`src/rtl/uart_tx_fsm.sv`:
```
// UART transmitter: start bit, DATA_WIDTH data bits LSB first, optional parity, one stop bit.
// Define UART_TX_HOLD_EN to add a one-entry holding register for gapless back-to-back frames.
//
// state  | meaning
// IDLE   | line high, waiting for Data_Valid
// START  | driving the start bit (0)
// DATA   | driving data[bit_cnt]
// PARITY | driving the parity bit of the latched byte
// STOP   | driving the stop bit (1)
module uart_tx_fsm #(
  parameter int DATA_WIDTH = 8,
  parameter int PRESC_W    = 6
) (
  input  logic                  CLK,
  input  logic                  RST,
  input  logic [DATA_WIDTH-1:0] P_DATA,
  input  logic                  Data_Valid,
  input  logic                  PAR_EN,
  input  logic                  PAR_TYP,
  input  logic [PRESC_W-1:0]    Prescale,
  output logic                  TX_OUT,
  output logic                  busy,
  output logic                  tx_ready
);
  localparam int BIT_W = (DATA_WIDTH > 1) ? $clog2(DATA_WIDTH) : 1;

  typedef enum logic [2:0] {IDLE, START, DATA, PARITY, STOP} state_t;

  state_t                state_q, state_n;
  logic [PRESC_W-1:0]    edge_q, edge_n, presc_q, presc_n, presc_in;
  logic [BIT_W-1:0]      bit_q, bit_n;
  logic [DATA_WIDTH-1:0] data_q, data_n;
  logic                  par_en_q, par_en_n, par_typ_q, par_typ_n;
  logic                  tx_n, busy_n, last_edge, accept;

`ifdef UART_TX_HOLD_EN
  logic                  hold_full_q, hold_full_n;
  logic [DATA_WIDTH-1:0] hold_data_q, hold_data_n;
  logic                  hold_par_en_q, hold_par_en_n, hold_par_typ_q, hold_par_typ_n;
`endif

  assign presc_in  = (Prescale == '0) ? PRESC_W'(1) : Prescale;
  assign last_edge = (edge_q == presc_q - PRESC_W'(1));

`ifdef UART_TX_HOLD_EN
  assign tx_ready = ~hold_full_q;
`else
  assign tx_ready = ~busy;
`endif
  assign accept = Data_Valid & tx_ready;

  always_comb begin
    state_n   = state_q;
    edge_n    = edge_q;
    bit_n     = bit_q;
    data_n    = data_q;
    par_en_n  = par_en_q;
    par_typ_n = par_typ_q;
    presc_n   = presc_q;
`ifdef UART_TX_HOLD_EN
    hold_full_n    = hold_full_q;
    hold_data_n    = hold_data_q;
    hold_par_en_n  = hold_par_en_q;
    hold_par_typ_n = hold_par_typ_q;
`endif

    if (state_q != IDLE) edge_n = last_edge ? '0 : edge_q + PRESC_W'(1);

    case (state_q)
      IDLE: begin
        if (accept) begin
          state_n   = START;
          edge_n    = '0;
          bit_n     = '0;
          data_n    = P_DATA;
          par_en_n  = PAR_EN;
          par_typ_n = PAR_TYP;
          presc_n   = presc_in;
        end
      end
      START: begin
        if (last_edge) begin
          state_n = DATA;
          bit_n   = '0;
        end
      end
      DATA: begin
        if (last_edge) begin
          if (bit_q == BIT_W'(DATA_WIDTH - 1)) begin
            bit_n   = '0;
            state_n = par_en_q ? PARITY : STOP;
          end else begin
            bit_n = bit_q + BIT_W'(1);
          end
        end
      end
      PARITY: if (last_edge) state_n = STOP;
      STOP: begin
        if (last_edge) begin
          state_n = IDLE;
`ifdef UART_TX_HOLD_EN
          // Chain the next frame with no idle cycle: held entry first, else a same-edge request.
          if (hold_full_q) begin
            state_n     = START;
            bit_n       = '0;
            data_n      = hold_data_q;
            par_en_n    = hold_par_en_q;
            par_typ_n   = hold_par_typ_q;
            presc_n     = presc_in;
            hold_full_n = 1'b0;
          end else if (accept) begin
            state_n   = START;
            bit_n     = '0;
            data_n    = P_DATA;
            par_en_n  = PAR_EN;
            par_typ_n = PAR_TYP;
            presc_n   = presc_in;
          end
`endif
        end
      end
      default: state_n = IDLE;
    endcase

`ifdef UART_TX_HOLD_EN
    if (accept && (state_q != IDLE) && !((state_q == STOP) && last_edge)) begin
      hold_full_n    = 1'b1;
      hold_data_n    = P_DATA;
      hold_par_en_n  = PAR_EN;
      hold_par_typ_n = PAR_TYP;
    end
`endif

    // Line level is registered from the next state so it changes on the same edge as the state.
    case (state_n)
      START:   tx_n = 1'b0;
      DATA:    tx_n = data_n[bit_n];
      PARITY:  tx_n = (^data_n) ^ par_typ_n;
      default: tx_n = 1'b1;
    endcase
    busy_n = (state_n != IDLE);
  end

  always_ff @(posedge CLK) begin
    if (RST) begin
      state_q   <= IDLE;
      edge_q    <= '0;
      bit_q     <= '0;
      data_q    <= '0;
      par_en_q  <= 1'b0;
      par_typ_q <= 1'b0;
      presc_q   <= '0;
      TX_OUT    <= 1'b1;
      busy      <= 1'b0;
`ifdef UART_TX_HOLD_EN
      hold_full_q    <= 1'b0;
      hold_data_q    <= '0;
      hold_par_en_q  <= 1'b0;
      hold_par_typ_q <= 1'b0;
`endif
    end else begin
      state_q   <= state_n;
      edge_q    <= edge_n;
      bit_q     <= bit_n;
      data_q    <= data_n;
      par_en_q  <= par_en_n;
      par_typ_q <= par_typ_n;
      presc_q   <= presc_n;
      TX_OUT    <= tx_n;
      busy      <= busy_n;
`ifdef UART_TX_HOLD_EN
      hold_full_q    <= hold_full_n;
      hold_data_q    <= hold_data_n;
      hold_par_en_q  <= hold_par_en_n;
      hold_par_typ_q <= hold_par_typ_n;
`endif
    end
  end

endmodule

```
`config.mk`:
```
export PLATFORM = sky130hd
export DESIGN_NAME = uart_tx_fsm
export DESIGN_NICKNAME = d
export VERILOG_FILES = /design/src/rtl/uart_tx_fsm.sv
export SDC_FILE = /design/constraint.sdc
export NUM_CORES = 1
export LEC_CHECK = 0
export BUFFER_PORTS_ARGS = -buffer_cell sky130_fd_sc_hd__buf_2
export CAP_MARGIN = 10
export CELL_PAD_IN_SITES_DETAIL_PLACEMENT = 2
export CELL_PAD_IN_SITES_GLOBAL_PLACEMENT = 2
export CORE_MARGIN = 1
export CORE_UTILIZATION = 36
export DETAILED_ROUTE_END_ITERATION = 6
export PLACE_DENSITY_LB_ADDON = 0.1
export SYNTH_ARGS = -nofsm -noshare
export SYNTH_HDL_FRONTEND = slang
export SYNTH_SLANG_ARGS = --single-unit
```
`constraint.sdc`:
```
create_clock -name CLK -period 6.6 [get_ports CLK]
set_input_delay 1.32 -clock CLK [delete_from_list [all_inputs] [get_ports CLK]]
set_output_delay 1.32 -clock CLK [all_outputs]
set_load 0.01 [all_outputs]
```
==> results.py <==
metrics = {
    "status": {
        "outcome": "finished clean",
    },
    "sta": {
        "period_share_pct": 46.9,
        "worst_slew_pin_slew_ns": 0.962,
        "timing.final.crit_period_ns": 3.09,
        "fin_tns_setup_ns": 0,
        "max_freq_mhz": 323,
        "fin_skew_ns": 0.00426,
        "hold_violations": 0,
        "rsz0062_at_grt": "no",
        "final-setup-viol-count": 0,
        "drv_slew": 0,
        "setup_ws_ns": 3.51,
        "max-slew-margin-rel_pct": 35.7,
    },
    "critical_path": {
        "startpoint_type": "flip-flop",
        "endpoint_kind": "flip-flop",
        "critical_path_class": "reg2reg",
        "required_ns": 6.75,
        "crit_path_max_fanout": 6,
        "worstPathArrival_ns": 3.25,
    },
    "clocking": {
        "clk_pin_slew_ns": 0.06,
        "ctsResizeCount": 0,
        "cts_tree": "built",
        "clkLatencyLatePin_ns": 0.28,
        "cts_root_buf": "clkbuf_8",
        "hold_buffers": 0,
        "htree_num_levels": 2,
        "cts_buffer_depth": 2,
        "cts.sinks": 30,
        "cts_buffers": 5,
        "post-cts-setup-buffers": 0,
    },
    "power": {
        "power_density_mw_per_mm2": 214,
        "ir_drop_v": 0.0000996,
        "p_leak_nw": 0.780,
    },
    "synth": {
        "syn_nets": 241,
        "synth-seq-cells": 30,
        "yosys-top-cells-count": "nand2_1, dfxtp_1, a21oi_1, nor2_1, xnor2_1",
        "seq_area_frac_synth_pct": 34.0,
        "synth_warnings": 0,
        "synth_edf_count": 0,
        "synth_most_common_cell": "nand2_1",
        "synth_area_leaders": "dfxtp_1, nand2_1, xnor2_1",
        "avgSynthCellArea_sq_um": 8.10,
        "yosysTopAreaCellShare_pct": 34.0,
        "synthCells": 218,
        "synth_cell_type_count": 50,
        "syn_area_sq_mm": 0.00177,
        "async_reset_ff_share_pct": 0,
        "synthFlopType": "dfxtp_1",
        "synth_area_leader_cell": "dfxtp_1",
    },
    "drt": {
        "drcViolationCount": 0,
        "viasPerCell": 5.35,
        "detail-route-antenna-nets": 0,
        "vias": 1626,
        "route.detailed.wl_per_inst_um": 16.3,
        "firstDrtPassIters": 4,
        "drt_iter0_drc": 71,
        "wirelength_um": 4960,
    },
    "global_route": {
        "grt_antenna_before_repair": 0,
        "grt_pass1_wl_um": 8480,
        "grt_usage_pct": 21.4,
        "grt_pass1_vias": 1764,
        "overflow": 0,
        "grt_max_degree": 26,
    },
    "final_layout": {
        "nNetsFinal": 260,
        "antenna_cells": 0,
        "nFillCells": 571,
        "fin_area_sq_mm": 0.00200,
        "syn_to_final_growth_pct": 13.3,
        "finalCoreUtilization_pct": 42.3,
        "drive_gt1_share_pct": 16.0,
    },
    "die": {
        "rows": 25,
        "dieArea_sq_mm": 0.00519,
        "die_h_um": 72.0,
        "core_region_area_sq_mm": 0.00472,
        "start_util_pct": 37.4,
        "io-pin-count": 22,
        "die_x_um": 72.0,
    },
    "placed_design": {
        "place.gp.congestion": 0.770,
        "io_buffers": 21,
        "place_area_sq_mm": 0.00192,
        "pre_cts_ws_ns": 3.36,
        "dp_hpwl_um": 3810,
    },
    "flow_run": {
        "cap_violations": 0,
    },
    "worst_hold_path": {
        "min_path_type": "reg2reg",
    },
}
## critical path: stages, from the launching register on
cell	delay, ns
dfxtp_1	0.43
inv_1	0.09
ha_1	0.22
and2_1	0.19
o21a_1	0.19
o31ai_1	0.64
and3_4	0.38
o31a_4	0.18
mux2_4	0.31
o2111ai_1	0.21
a32oi_1	0.13
## metal layers
| layer | GRT usage (%) | share of wire, % | vias to the layer above |
|---|---|---|---|
| li1 | - | - | 799 |
| met1 | 25.5 | 45 | 798 |
| met2 | 39.2 | 51 | 21 |
| met3 | 4.17 | 2.6 | 8 |
| met4 | 5.88 | 1.1 | 0 |
| met5 | 0 | 0 | - |
## where the power goes
| part | internal [W] | total [W] | switching (W) |
|---|---|---|---|
| clock network | 0.0000724 | 0.000137 | 0.0000644 |
| logic | 0.0000373 | 0.0000903 | 0.0000530 |
| registers | 0.000190 | 0.000201 | 0.0000105 |
## kinds of logic after synthesis
| group | after synthesis | share of synthesized area [%] |
|---|---|---|
| adder cells (fa/ha/maj) | 4 | 2.83 |
| buffers and inverters | 18 | 3.90 |
| flip-flops | 30 | 34.0 |
| AND/OR/NAND/NOR | 89 | 23.5 |
| XOR/XNOR | 24 | 11.9 |
| AO/OA/AOI/OAI | 50 | 21.9 |
| multiplexers | 3 | 1.98 |
## layout make-up
type	count	area, sq um	share of cell area, %
repair buffers	22	113	5.63
flip-flops and latches	30	601	30.0
clock buffers	7	76.3	3.82
multi-input cells	170	1100	54.8
inverters	8	30.0	1.50
well taps	67	83.8	4.19
## registers in the layout, summed over array words and instances (netlist names)
register / cells
edge_q: 6
bit_q: 3
par_typ_q: 1
busy: 1
par_en_q: 1
TX_OUT: 1
state_q: 3
presc_q: 6
data_q: 8
## cells in the final DEF (no fill, tap or decap), types with 3 or more instances in the layout
master and n:
buf_2 21, inv_1 8, nor3_1 3, nand3_1 8, or3_1 3, clkbuf_8 5, o21ai_0 5, a21oi_1 21
xor2_1 8, xnor2_1 16, ha_1 4, nand2_1 41, nor2_1 20, dfxtp_1 30
## per-stage QoR
stage               hold WS [ns]  power [W]  instances
floorplan                  0.446   0.000268        218
global placement           0.465   0.000290        297
detailed placement         0.477   0.000296        297
CTS                        0.487   0.000433        304
global route               0.514   0.000452        304
finish                     0.481   0.000428        304
## path summary, 6_finish.rpt
check | from | depth (start not counted) | slack [ns] | end
setup / recovery | presc_q[0]$_SDFFE_PP0P_ | 10 | 3.51 | TX_OUT$_SDFF_PP1_
hold / removal | par_typ_q$_SDFF_PP0_ | 2 | 0.48 | par_typ_q$_SDFF_PP0_
setup reg to reg | presc_q[0]$_SDFFE_PP0P_ | 10 | 3.51 | TX_OUT$_SDFF_PP1_
hold reg to reg | par_typ_q$_SDFF_PP0_ | 2 | 0.48 | par_typ_q$_SDFF_PP0_
Power figures use the tool's default switching activity.
